File: config.mk
export PLATFORM = sky130hd
export DESIGN_NAME = stopwatch_ctrl_flat
export DESIGN_NICKNAME = d
export VERILOG_FILES = /design/src/rtl/stopwatch_ctrl_if.sv /design/src/rtl/stopwatch_ctrl.sv /design/src/flat_wrapper.sv
export SDC_FILE = /design/constraint.sdc
export NUM_CORES = 1
export LEC_CHECK = 0
export BUFFER_PORTS_ARGS = -buffer_cell sky130_fd_sc_hd__buf_2
export CAP_MARGIN = 30
export CORE_AREA = 2 2 111 113
export DETAILED_ROUTE_END_ITERATION = 10
export DIE_AREA = 0 0 113 115
export GPL_TIMING_DRIVEN = 0
export PLACE_DENSITY_LB_ADDON = 0.12
export SYNTH_ARGS = -nofsm -noshare
export SYNTH_HDL_FRONTEND = slang
export SYNTH_SLANG_ARGS = --single-unit
File: constraint.sdc
create_clock -name clk -period 1.9 [get_ports clk]
set_input_delay 0.38 -clock clk [delete_from_list [all_inputs] [get_ports clk]]
set_output_delay 0.38 -clock clk [all_outputs]
set_load 0.05 [all_outputs]
File: src/rtl/stopwatch_ctrl_if.sv
// Button/time/control bundle between the stopwatch front-end and its surroundings.
// slave: the control block; master: whoever drives the buttons and time word.
interface stopwatch_ctrl_if #(
  parameter int TIME_W = 27
);
  logic              btn_ss;
  logic              btn_lr;
  logic [TIME_W-1:0] time_in;
  logic              count_en;
  logic              ms_tick;
  logic              clr;
  logic [TIME_W-1:0] disp_time;
  logic [TIME_W-1:0] lap_time;
  logic [1:0]        state;

  modport master (
    output btn_ss, btn_lr, time_in,
    input  count_en, ms_tick, clr, disp_time, lap_time, state
  );

  modport slave (
    input  btn_ss, btn_lr, time_in,
    output count_en, ms_tick, clr, disp_time, lap_time, state
  );
endinterface

File: src/rtl/stopwatch_ctrl.sv
// Stopwatch control front-end: button conditioning, run/pause/lap/clear FSM,
// 1 ms prescaler, lap capture and registered display value.

// One button lane: 2-flop synchronizer, debounce, rising-level press pulse.
module sw_btn_cond #(
  parameter int DEBOUNCE_CYCLES = 1000000
) (
  input  logic clk,
  input  logic reset_n,
  input  logic raw,
  output logic press
);
  localparam int CW = $clog2(DEBOUNCE_CYCLES + 1);

  logic [1:0]    sync;
  logic          acc;
  logic [CW-1:0] cnt;

  // bring the raw level into the clk domain
  always_ff @(posedge clk or negedge reset_n) begin
    if (!reset_n) sync <= '0;
    else          sync <= {sync[0], raw};
  end

  // accept a new level only after it has differed for DEBOUNCE_CYCLES cycles;
  // the press pulse fires on the cycle a 0->1 level is accepted
  always_ff @(posedge clk or negedge reset_n) begin
    if (!reset_n) begin
      cnt   <= '0;
      acc   <= 1'b0;
      press <= 1'b0;
    end else begin
      press <= 1'b0;
      if (sync[1] != acc) begin
        if (cnt == CW'(DEBOUNCE_CYCLES - 1)) begin
          acc   <= sync[1];
          cnt   <= '0;
          press <= sync[1];
        end else begin
          cnt <= cnt + 1'b1;
        end
      end else begin
        cnt <= '0;
      end
    end
  end
endmodule

module stopwatch_ctrl #(
  parameter int CLK_DIV         = 100000,
  parameter int DEBOUNCE_CYCLES = 1000000,
  parameter int TIME_W          = 27
) (
  input logic             clk,
  input logic             reset_n,
  stopwatch_ctrl_if.slave bus
);
  localparam int NB = 2;
  localparam int PW = (CLK_DIV > 1) ? $clog2(CLK_DIV) : 1;

  typedef enum logic [1:0] {IDLE = 2'b00, RUN = 2'b01, PAUSE = 2'b10, LAP = 2'b11} st_t;

  logic [NB-1:0]     raw, ev;
  logic              ss, lr;
  st_t               st_q, st_d;
  logic              go_run, do_clr, lap_cap, hold_disp;
  logic              cnt_en_q, clr_q, tick;
  logic [PW-1:0]     presc;
  logic [TIME_W-1:0] disp_q, lap_q;

  // lane 0 = start/stop, lane 1 = lap/reset
  assign raw = {bus.btn_lr, bus.btn_ss};

  sw_btn_cond #(.DEBOUNCE_CYCLES(DEBOUNCE_CYCLES)) u_btn [NB-1:0] (
    .clk    (clk),
    .reset_n(reset_n),
    .raw    (raw),
    .press  (ev)
  );

  assign ss = ev[0];
  assign lr = ev[1];

  // state register
  always_ff @(posedge clk or negedge reset_n) begin
    if (!reset_n) st_q <= IDLE;
    else          st_q <= st_d;
  end

  // next state; start/stop takes priority when both events land together
  always_comb begin
    st_d = st_q;
    case (st_q)
      IDLE:    if (ss) st_d = RUN;
      RUN:     if (ss) st_d = PAUSE; else if (lr) st_d = LAP;
      LAP:     if (ss) st_d = PAUSE; else if (lr) st_d = RUN;
      PAUSE:   if (ss) st_d = RUN;   else if (lr) st_d = IDLE;
      default: st_d = IDLE;
    endcase
  end

  assign go_run    = (st_q == IDLE)  && (st_d == RUN);
  assign do_clr    = (st_q == PAUSE) && (st_d == IDLE);
  assign lap_cap   = (st_q == RUN)   && (st_d == LAP);
  assign hold_disp = (st_q == LAP)   && (st_d == LAP);

  // registered control outputs, lap capture and display freeze
  always_ff @(posedge clk or negedge reset_n) begin
    if (!reset_n) begin
      cnt_en_q <= 1'b0;
      clr_q    <= 1'b0;
      lap_q    <= '0;
      disp_q   <= '0;
    end else begin
      cnt_en_q <= (st_d == RUN) || (st_d == LAP);
      clr_q    <= do_clr;
      if (lap_cap)     lap_q <= bus.time_in;
      else if (do_clr) lap_q <= '0;
      // entering LAP loads the same sample that lap_time captures
      if (!hold_disp)  disp_q <= bus.time_in;
    end
  end

  assign tick = cnt_en_q && (presc == PW'(CLK_DIV - 1));

  // ms prescaler: frozen while paused so a resume keeps the partial ms
  always_ff @(posedge clk or negedge reset_n) begin
    if (!reset_n)              presc <= '0;
    else if (clr_q || go_run)  presc <= '0;
    else if (cnt_en_q)         presc <= tick ? '0 : presc + 1'b1;
  end

  assign bus.state     = st_q;
  assign bus.count_en  = cnt_en_q;
  assign bus.ms_tick   = tick;
  assign bus.clr       = clr_q;
  assign bus.disp_time = disp_q;
  assign bus.lap_time  = lap_q;
endmodule

File: src/flat_wrapper.sv
// flat-port wrapper written by rule: the top's interface ports become plain ports
module stopwatch_ctrl_flat 
#(
  parameter int CLK_DIV         = 100000,
  parameter int DEBOUNCE_CYCLES = 1000000,
  parameter int TIME_W          = 27
)
  (clk, reset_n, bus_btn_ss, bus_btn_lr, bus_time_in, bus_count_en, bus_ms_tick, bus_clr, bus_disp_time, bus_lap_time, bus_state);
  stopwatch_ctrl_if #(.TIME_W(TIME_W)) bus_i ();
  input logic clk;
  input logic reset_n;
  input wire logic [$bits(bus_i.btn_ss)-1:0] bus_btn_ss;
  input wire logic [$bits(bus_i.btn_lr)-1:0] bus_btn_lr;
  input wire logic [$bits(bus_i.time_in)-1:0] bus_time_in;
  output wire logic [$bits(bus_i.count_en)-1:0] bus_count_en;
  output wire logic [$bits(bus_i.ms_tick)-1:0] bus_ms_tick;
  output wire logic [$bits(bus_i.clr)-1:0] bus_clr;
  output wire logic [$bits(bus_i.disp_time)-1:0] bus_disp_time;
  output wire logic [$bits(bus_i.lap_time)-1:0] bus_lap_time;
  output wire logic [$bits(bus_i.state)-1:0] bus_state;
  assign bus_i.btn_ss = bus_btn_ss;
  assign bus_i.btn_lr = bus_btn_lr;
  assign bus_i.time_in = bus_time_in;
  assign bus_count_en = bus_i.count_en;
  assign bus_ms_tick = bus_i.ms_tick;
  assign bus_clr = bus_i.clr;
  assign bus_disp_time = bus_i.disp_time;
  assign bus_lap_time = bus_i.lap_time;
  assign bus_state = bus_i.state;
  stopwatch_ctrl #(.CLK_DIV(CLK_DIV), .DEBOUNCE_CYCLES(DEBOUNCE_CYCLES), .TIME_W(TIME_W)) u_core (.clk(clk), .reset_n(reset_n), .bus(bus_i));
endmodule
* Word-level counts from Yosys, hierarchy flattened
Cells that the tools add are included.
** Cells by class
- Add/subtract/negate cells :: 3
- Multipliers :: 0
- Divide/modulo/power cells :: 0
- Order comparisons :: 0
- Equal/unequal tests :: 10
- Shift-type cells :: 0
- Muxes and demuxes :: 21
- Bitwise logic cells :: 0
- Reduce and logical (&&, ||, !) cells :: 13
** Operators by type and width (count)
- $mux 20 :: 4
- $mux 27 :: 2
- $mux 17 :: 3
- $add 20x1->20 const B :: 2
- $eq 20x20->1 const B :: 2
- $add 17x1->17 const B :: 1
- $eq 17x17->1 const B :: 1
- $mux 2 :: 7
- $pmux 2 s4 :: 1
- $eq 2x2->1 const B :: 3
- $logic_and 1x1->1 :: 5
- $eq 2x1->1 const B :: 2
- $logic_not 2->1 :: 2
- $mux 1 :: 4
- $reduce_and 2->1 :: 2
- $reduce_bool 2->1 :: 2
- $logic_or 1x1->1 :: 2
- $ne 1x1->1 :: 2
** Storage, ports and cells
- Register bits :: 123
- Latch bits :: 0
- Bits in writable memories :: 0
- Bits in read-only memories :: 0
- Output and inout port bits :: 59
- Word-level logic and storage cells :: 61
- Memories kept :: 0

* Depth between registers and ports, before layout
Gate-level depths: netlist of run 1.
- Word-level depth :: 7
- Depth in mapped cells :: 7
- Mapped depth without buffers :: 6

* Hierarchy
Synthesis of run 1 repeated with hierarchy kept, for this count alone.
** Second synthesis, totals
- Cells, all modules :: 446
- Area total of the unflattened synthesis :: 5464.0 sq um
** Modules (own cells, without submodules)
- stopwatch_ctrl :: times used 1, cells each 232, area each 3094.2 sq um, sequential area each 1876.8 sq um
- sw_btn_cond :: times used 2, cells each 107, area each 1184.9 sq um, sequential area each 600.6 sq um

* Least setup slack after synthesis of run 1
Ideal clock, no wire load.
- Kind :: register to output
- Start :: register u_core.cnt_en_q, in the netlist u_core.bus.count_en
- End :: output port bus_ms_tick
- Arrival :: 2.611 ns
- Path slack :: -1.091 ns
- Cell stages (with the launch flop) :: 4
- Buffers on the path :: 1
- Cell sequence :: dfrtp_1 clkbuf_1 nand3_1 nor4_1
** Between the ends
- Cells in the longest elaborated chain, start to end :: 1
** RTL lines
- from (decl) :: RTL line stopwatch_ctrl.sv:67 : logic cnt_en_q, clr_q, tick;
- from (signal assigned) :: RTL line stopwatch_ctrl.sv:115 : cnt_en_q <= (st_d == RUN) || (st_d == LAP);
- $logic_and 1x1->1 :: RTL line stopwatch_ctrl.sv:124 : assign tick = cnt_en_q && (presc == PW'(CLK_DIV - 1));
- to (decl) :: RTL line flat_wrapper.sv:16 : output wire logic [$bits(bus_i.ms_tick)-1:0] bus_ms_tick;
No other way between the ends.

* Worst setup path in the final report of run 1
- Start :: register u_core.presc[13]
- End :: output port bus_ms_tick
** Between the ends
- Cells in the longest elaborated chain, start to end :: 2
** RTL lines
- from (decl) :: RTL line stopwatch_ctrl.sv:68 : logic [PW-1:0] presc;
- from (signal assigned) :: RTL line stopwatch_ctrl.sv:130 : else if (cnt_en_q) presc <= tick ? '0 : presc + 1'b1;
- $eq 17x17->1 :: RTL line stopwatch_ctrl.sv:124
- $logic_and 1x1->1 :: RTL line stopwatch_ctrl.sv:124
No other way between the ends.

==> out/metrics.csv, run 1 <==
stage;metric;value;unit
grt;largest net degree at the start of global routing;78;
clocking;CTS tree;done;
yosys;syn avg cell area;11.8;um^2
yosys;Yosys top cell area share;0.592;
timing;worst setup margin;-252;ps
floorplan;Die X-Extent;113;um
route;post-route DRC violation count;10;
final_layout;Diodes inserted;0;
route;vias per cell;5.17;
power_and_ir_drop;LEAKAGE;3.29;nW
outcome;status;complete, but fails checks;
grt;met2 GRT Util;0.269;
route;drt total wl;11.0;mm
floorplan;Die Ht;115;um
final_layout;Design Area, Final;6770;um^2
critical_path;CP arrival;1770;ps
timing;minimum clock period;2150;ps
timing;Fin. Hold Viols;0;
clocking;clk_lat worst skew;400;ps
timing;Rel. slew slack;0.706;
timing;RSZ-0062 raised after global routing;yes;
floorplan;row count;40;
worst_hold_path;min-delay worst type;input port to flip-flop;
grt;grt peak-use layer;met2;
final_layout;fin nets;601;
grt;number of global-route vias before repair;3601;
timing;Final Max Tran Viols;0;
floorplan;Ports;90;
critical_path;CP Cell Sequence;or3_4, nor4_4, buf_6;
critical_path;endpoint class of the critical path;output port;
outcome;failing checks;DRC, setup timing;
route;total number of vias;3756;
grt;met3 Use GR;0.0564;
timing;Tightest Pin Transition;437;ps
placement;count of port buffers added during placement;89;
critical_path;Critical Path Max Stage Delay;440;ps
critical_path;Slowest-stage cell, CP;dfrtp_2;
grt;initial antenna violation count;0;
yosys;Seq cells post-synth;123;
grt;GRT Util Overall;0.176;
grt;total gr overflow;0;
timing;Final Setup Violations;1;
critical_path;delay-heaviest family, CP;simple AND/OR/NAND/NOR gates;
route;Post-DRT Antenna Nets;0;
timing;Final Skew;7.48;ps
route;drt wl/cell;15.1;um
clocking;Clock Root Buffer;clkbuf_16;
route;First-pass DRT Iterations;8;
clocking;Reg clk slew, reported paths;50;ps
floorplan;Initial Utilization;0.440;
placement;DPL Wire Length;7.29;mm
floorplan;core area;11800;um^2
final_layout;Area growth syn-to-layout;30.2;%
placement;placed inst area;5890;um^2
clocking;clock sinks;123;
clocking;# H-tree levels;4;
yosys;Yosys top cell by area;dfrtp_1;
power_and_ir_drop;Pwr Total;0.00636;W
yosys;Mapped Cells;439;
clocking;Max Buffers Root-to-Sink;2;
yosys;top post-synthesis cells by count;123 x dfrtp_1, 64 x nor2_1, 36 x xor2_1, 29 x mux2_2, 28 x nand3_1;
timing;setup TNS;-252;ps
grt;grt met1 use;0.236;
critical_path;critical path buffer and inverter count;1;
final_layout;ratio of cells with drive above 1 in the final layout;0.349;
yosys;Seq/Total Area, Yosys;0.592;
yosys;post-synth cell types;40;
yosys;Synth Warn #;0;
run;max_cap viols;0;
timing;Final period util;1.13;
timing;hold_ws;79.7;ps
route;initial drt markers;201;
critical_path;Startpoint Class;flip-flop;
grt;first-pass GRT wire length;18.0;mm
critical_path;Setup CP Type;flip-flop to output port;
clocking;total CTS buffers;17;
critical_path;setup slack, reg-to-reg;10;ps
yosys;most frequent cell after synthesis;dfrtp_1;
yosys;ys flop type;dfrtp_1;
yosys;fraction of registers with async set/reset;1.00;
critical_path;WP data required;1520;ps
yosys;EDFF count, synth;0;
yosys;Mapped Area;5200;um^2
yosys;Area contributors post-synth;dfrtp_1 59%, mux2_2 6.3%, xor2_1 6.1%, nor2_1 4.6%, a22o_1 4.5%;
critical_path;crit-path max FO;6;
power_and_ir_drop;PwrDens;939;nW/um^2
power_and_ir_drop;maximum VDD drop;0.761;mV
floorplan;Die Area;13000;um^2
yosys;syn_nets;473;
timing;fmax;465;MHz
placement;routability cong.;0.796;
state kept, by name, indices dropped and copies added (netlist names):
| register | cells |
|---|---|
| u_core.u_btn.cnt | 40 |
| u_core.u_btn.sync | 4 |
| u_core.bus.lap_time | 27 |
| u_core.u_btn.acc | 2 |
| u_core.bus.clr | 1 |
| u_core.bus.count_en | 1 |
| u_core.presc | 17 |
| u_core.bus.disp_time | 27 |
| u_core.u_btn.press | 2 |
| u_core.bus.state | 2 |
stage by stage:
| step | setup slack [ps] | cells | util |
|---|---|---|---|
| 6_report | -252 | 726 | 0.573 |
| 5_1_grt | -339 | 726 | 0.573 |
| 4_1_cts | -287 | 715 | 0.561 |
| 3_5_place_dp | -217 | 676 | 0.498 |
| 3_3_place_gp | -1320 | 675 | 0.495 |
| 2_1_floorplan | -94.0 | 439 | - |
where the power goes:
group / total (W) / internal, W / switching, W
clock network: 0.00336 / 0.00229 / 0.00107
logic: 0.000306 / 0.0000901 / 0.000216
registers: 0.00269 / 0.00267 / 0.0000280
path summary, 6_finish.rpt:
kind | cells past startpoint | endpoint | from
min reg2reg | 0 | u_core.u_btn[0].sync[1] | u_core.u_btn[0].sync[0]
max | 3 | bus_ms_tick | u_core.presc[13]
min | 1 | u_core.u_btn[0].sync[0] | bus_btn_ss
max in group asynchronous | 3 | u_core.u_btn[1].cnt[6] | reset_n
min in group asynchronous | 2 | u_core.presc[15] | reset_n
max reg2reg | 5 | u_core.presc[15] | u_core.presc[8]
final cells by class:
type | count | area (um^2)
plain buffers | 15 | 93.8
clock inverters | 7 | 138
multi-input cells | 295 | 2130
inverters | 4 | 15.0
clock buffers | 24 | 482
flip-flops and latches | 123 | 3080
repair buffers | 111 | 646
fillers | 997 | 5040
well taps | 147 | 184
repair_timing:
action / 4_1_cts / 5_1_grt
hold buffers: 1 / 0
gates resized for setup: 14 / 19
pin swaps: 6 / 5
endpoints found under the setup margin: 62 / 85
cloned: 0 / 0
hold endpoints to repair: 46 / 0
buffers inserted: 7 / 13
cell usage in the layout, fill, tap and decap left out, types with 3 or more instances in the layout:
cell       count
clkbuf_16     17
mux2_2        29
or2_2          3
xor2_1        36
buf_2         90
inv_1          4
bufinv_16      4
and3b_1        3
nor4_4         4
clkbuf_2       3
o21ai_0        4
a22o_1        27
buf_4         25
nor4b_1        4
clkbuf_1       6
xnor2_1       17
nor3_1         4
nand4_1       13
and4_1         3
nand3_1       27
clkbuf_8       3
nor2_1        63
and3_1         8
buf_6          3
dfrtp_1      119
nand2_1       19
dfrtp_2        4
cells by family (layout without fill, tap and decap cells):
group	Yosys count	after routing	share of synthesized area
AOI/OAI and AO/OA	40	40	0.0640
xor gates and xnor gates	53	53	0.0893
adders and majority gates	3	3	0.00722
buffers and inverters	21	161	0.0183
DFF	123	123	0.592
muxes	29	29	0.0628
and+or+nand+nor	170	170	0.167
layer usage:
layer / wire, um / share of wire / vias to the layer above
met2: 5130 / 0.47 / 82
met5: 0 / 0 / -
met3: 561 / 0.051 / 11
li1: - / - / 1805
met4: 115 / 0.010 / 0
met1: 5190 / 0.47 / 1858
No activity file was read; power rests on OpenSTA's default activity.
==> run 2: changes to the inputs <==
--- a/config.mk
+++ b/config.mk
@@ -5,11 +5,13 @@
 export SDC_FILE = /design/constraint.sdc
 export NUM_CORES = 1
 export LEC_CHECK = 0
+export ABC_AREA = 1
 export BUFFER_PORTS_ARGS = -buffer_cell sky130_fd_sc_hd__buf_2
 export CAP_MARGIN = 30
-export CORE_AREA = 2 2 111 113
+export CORE_AREA = 2 2 117 119
+export CTS_CLUSTER_SIZE = 12
 export DETAILED_ROUTE_END_ITERATION = 10
-export DIE_AREA = 0 0 113 115
+export DIE_AREA = 0 0 119 121
 export GPL_TIMING_DRIVEN = 0
 export PLACE_DENSITY_LB_ADDON = 0.12
 export SYNTH_ARGS = -nofsm -noshare
==> out/metrics.csv, run 2 <==
stage;metric;value;unit
floorplan;Die X-Extent;119;um
floorplan;core area;13100;um^2
route;First-pass DRT Iterations;5;
power_and_ir_drop;maximum VDD drop;0.787;mV
grt;initial antenna violation count;0;
timing;Rel. slew slack;0.675;
critical_path;crit-path max FO;3;
placement;placed cells;946;
yosys;EDFF count, synth;0;
final_layout;max FFs per register;40;
grt;first-pass GRT wire length;21.4;mm
critical_path;setup slack, reg-to-reg;390;ps
timing;minimum clock period;1830;ps
critical_path;CP arrival;1450;ps
critical_path;Slowest-stage cell, CP;dfrtp_1;
route;initial drt markers;361;
run;max_cap viols;0;
yosys;Post-Synth Simple-Gate Area;0.284;
grt;number of global-route vias before repair;4513;
timing;fmax;546;MHz
clocking;Reg clk slew, reported paths;60;ps
route;routed wl met3;587;um
yosys;Area contributors post-synth;dfrtp_1 53%, nor2_1 8.1%, nand2_1 6.7%, nand3_1 5.1%, inv_1 5.0%;
final_layout;commonest non-fill, non-tap cells in the layout;124 x nor2_1, 119 x dfrtp_1, 103 x nand2_1;
clocking;Max Buffers Root-to-Sink;2;
floorplan;Die Ht;121;um
placement;count of port buffers added during placement;89;
route;drt total wl;13.0;mm
yosys;syn_nets;714;
critical_path;Critical R2R Capture;u_core.u_btn[0].cnt[14];
yosys;proportion of synthesized area in mux cells;0;
placement;routability cong.;0.880;
floorplan;Initial Utilization;0.445;
grt;largest net degree at the start of global routing;102;
clocking;CTS tree;done;
grt;GRT Util Overall;0.188;
yosys;most frequent cell after synthesis;nor2_1;
clocking;Clock Root Buffer;clkbuf_16;
final_layout;most common cell after layout, fill and taps aside;nor2_1;
yosys;Yosys top cell area share;0.528;
yosys;Seq/Total Area, Yosys;0.528;
clocking;total CTS buffers;17;
route;Max Used Layer;met4;
route;total number of vias;4767;
critical_path;Startpoint Class;flip-flop;
clocking;clk_lat worst skew;410;ps
critical_path;Setup CP Type;flip-flop to output port;
yosys;top post-synthesis cells by count;125 x nor2_1, 123 x dfrtp_1, 104 x nand2_1, 78 x inv_1, 59 x nand3_1;
route;metal2 WL;6.22;mm
final_layout;Core Util, Final;0.553;
yosys;Post-Synth Adder-Cell Area;0.00644;
timing;Tightest Pin Transition;487;ps
final_layout;Cell Count, Final, Fillers Out;991;
yosys;Mapped Cells;680;
final_layout;ratio of cells with drive above 1 in the final layout;0.244;
yosys;Yosys top cell by area;dfrtp_1;
yosys;Mapped Area;5830;um^2
critical_path;Critical Path End;bus_ms_tick;
timing;RSZ-0062 raised after global routing;yes;
final_layout;most flop-heavy register;u_core.u_btn.cnt;
floorplan;Die Area;14400;um^2
power_and_ir_drop;PwrDens;834;nW/um^2
yosys;ys flop type;dfrtp_1;
route;WL met1;6.07;mm
yosys;post-synth cell types;33;
yosys;fraction of registers with async set/reset;1.00;
route;Post-DRT Antenna Nets;0;
final_layout;Diodes inserted;0;
final_layout;fin nets;836;
timing;Final Max Tran Viols;0;
floorplan;Ports;90;
route;post-route DRC violation count;0;
power_and_ir_drop;LEAKAGE;3.42;nW
timing;Final period util;0.964;
grt;total gr overflow;0;
timing;Final Skew;9.76;ps
yosys;Seq cells post-synth;123;
timing;Final Setup Violations;0;
critical_path;R2R Path Start;u_core.u_btn[0].cnt[0];
critical_path;FF-to-FF path depth;8;
critical_path;endpoint class of the critical path;output port;
critical_path;Worst setup startpoint;u_core.presc[0];
yosys;Synth Area in Compound Gates;0.0664;
clocking;# H-tree levels;4;
worst_hold_path;min-delay worst type;input port to flip-flop;
timing;setup TNS;0;ps
yosys;largest family of logic cells by synthesized area;simple AND/OR/NAND/NOR gates;
critical_path;CP Cell Sequence;ha_4, nand2_4, nor2_4, nand3_2, inv_2, buf_8;
timing;Fin. Hold Viols;0;
floorplan;row count;42;
critical_path;WP data required;1520;ps
clocking;clock sinks;123;
yosys;xor/xnor share of the synthesized area;0.0436;
outcome;status;finished, final reports clean;
placement;DPL Wire Length;9.15;mm
critical_path;Critical Path Max Stage Delay;400;ps
yosys;Synth Warn #;0;
route;drt wl/cell;13.1;um
final_layout;Area growth syn-to-layout;24.2;%
yosys;syn avg cell area;8.57;um^2
route;vias per cell;4.81;
-- run 2: cell count changes in the layout (fill, tap and decap cells not counted), sizes merged, moves of 19 or more --
| cell | change |
|---|---|
| nand3 | +38 |
| inv | +80 |
| a22o | -27 |
| nand2 | +98 |
| nor2 | +78 |
| o21ai | +33 |
| a21oi | +34 |
| mux2 | -29 |
| xor2 | -19 |
-- run 2: per-layer routing --
metal,up-vias,GRT usage
met1,2242,0.256
li1,2411,-
met3,13,0.0489
met5,-,0
met2,101,0.296
met4,0,0.0565
-- run 2: worst min path at each step --
stage / depth (start not counted) / from / end
CTS: 1 / bus_btn_lr / u_core.u_btn[1].sync[0]
floorplan: 0 / reset_n / u_core.bus.clr
global route: 1 / bus_btn_ss / u_core.u_btn[0].sync[0]
global placement: 0 / u_core.u_btn[1].sync[0] / u_core.u_btn[1].sync[1]
detailed placement: 1 / reset_n / u_core.presc[13]
finish: 1 / bus_btn_ss / u_core.u_btn[0].sync[0]
-- run 2: power breakdown --
| group | internal, W | total [W] | switching, W |
|---|---|---|---|
| clock network | 0.00187 | 0.00303 | 0.00116 |
| logic | 0.0000790 | 0.000314 | 0.000235 |
| registers | 0.00267 | 0.00269 | 0.0000265 |
| total | 0.00462 | 0.00603 | 0.00142 |
-- run 2: through the flow --
| step | setup slack, ps | total power [W] | hold slack [ps] | area (um^2) |
|---|---|---|---|---|
| after global routing | -10.2 | 0.00627 | 59.3 | 7240 |
| after detailed placement | 165 | 0.00306 | 252 | 6530 |
| after CTS | 4.67 | 0.00610 | 64.2 | 7150 |
| after global placement | -1140 | 0.00304 | 334 | 6490 |
| final | 68.4 | 0.00603 | 79.2 | 7240 |
| after floorplan | 185 | 0.00291 | 84.4 | 5830 |
-- run 2: timing repair --
action                                 in CTS  in global routing
hold buffers                                1                  0
endpoints found under the hold margin      22                  0
gates cloned                                0                  0
buffers inserted                            4                  8
pin swaps                                   2                  3
setup endpoints to repair                   1                  1
resized for setup                           5                  9
-- run 2: cell type report --
type                            count  area (um^2)
Buffer                             15         92.6
Clock buffer                       23          508
Clock inverter                      9         61.3
Fill cell                        1199         5850
Inverter                           84          323
Multi-Input combinational cell    458         2360
Sequential cell                   123         3080
Tap cell                          176          220
Timing Repair Buffer              103          589
-- run 2: cells by family (layout without fill, tap and decap cells) --
kind of cell               after synthesis  count (layout)
AOI/OAI and AO/OA                       76              76
xor gates and xnor gates                29              29
adders and majority gates                3               3
buffers and inverters                   99             234
DFF                                    123             123
and+or+nand+nor                        350             350
-- run 2: worst max-delay path, delay by kind of cell, from the launching register on --
kind / cells / cell delay, ps
DFF: 1 / 400
buffers and inverters: 2 / 210
adders and majority gates: 1 / 170
and+or+nand+nor: 3 / 270
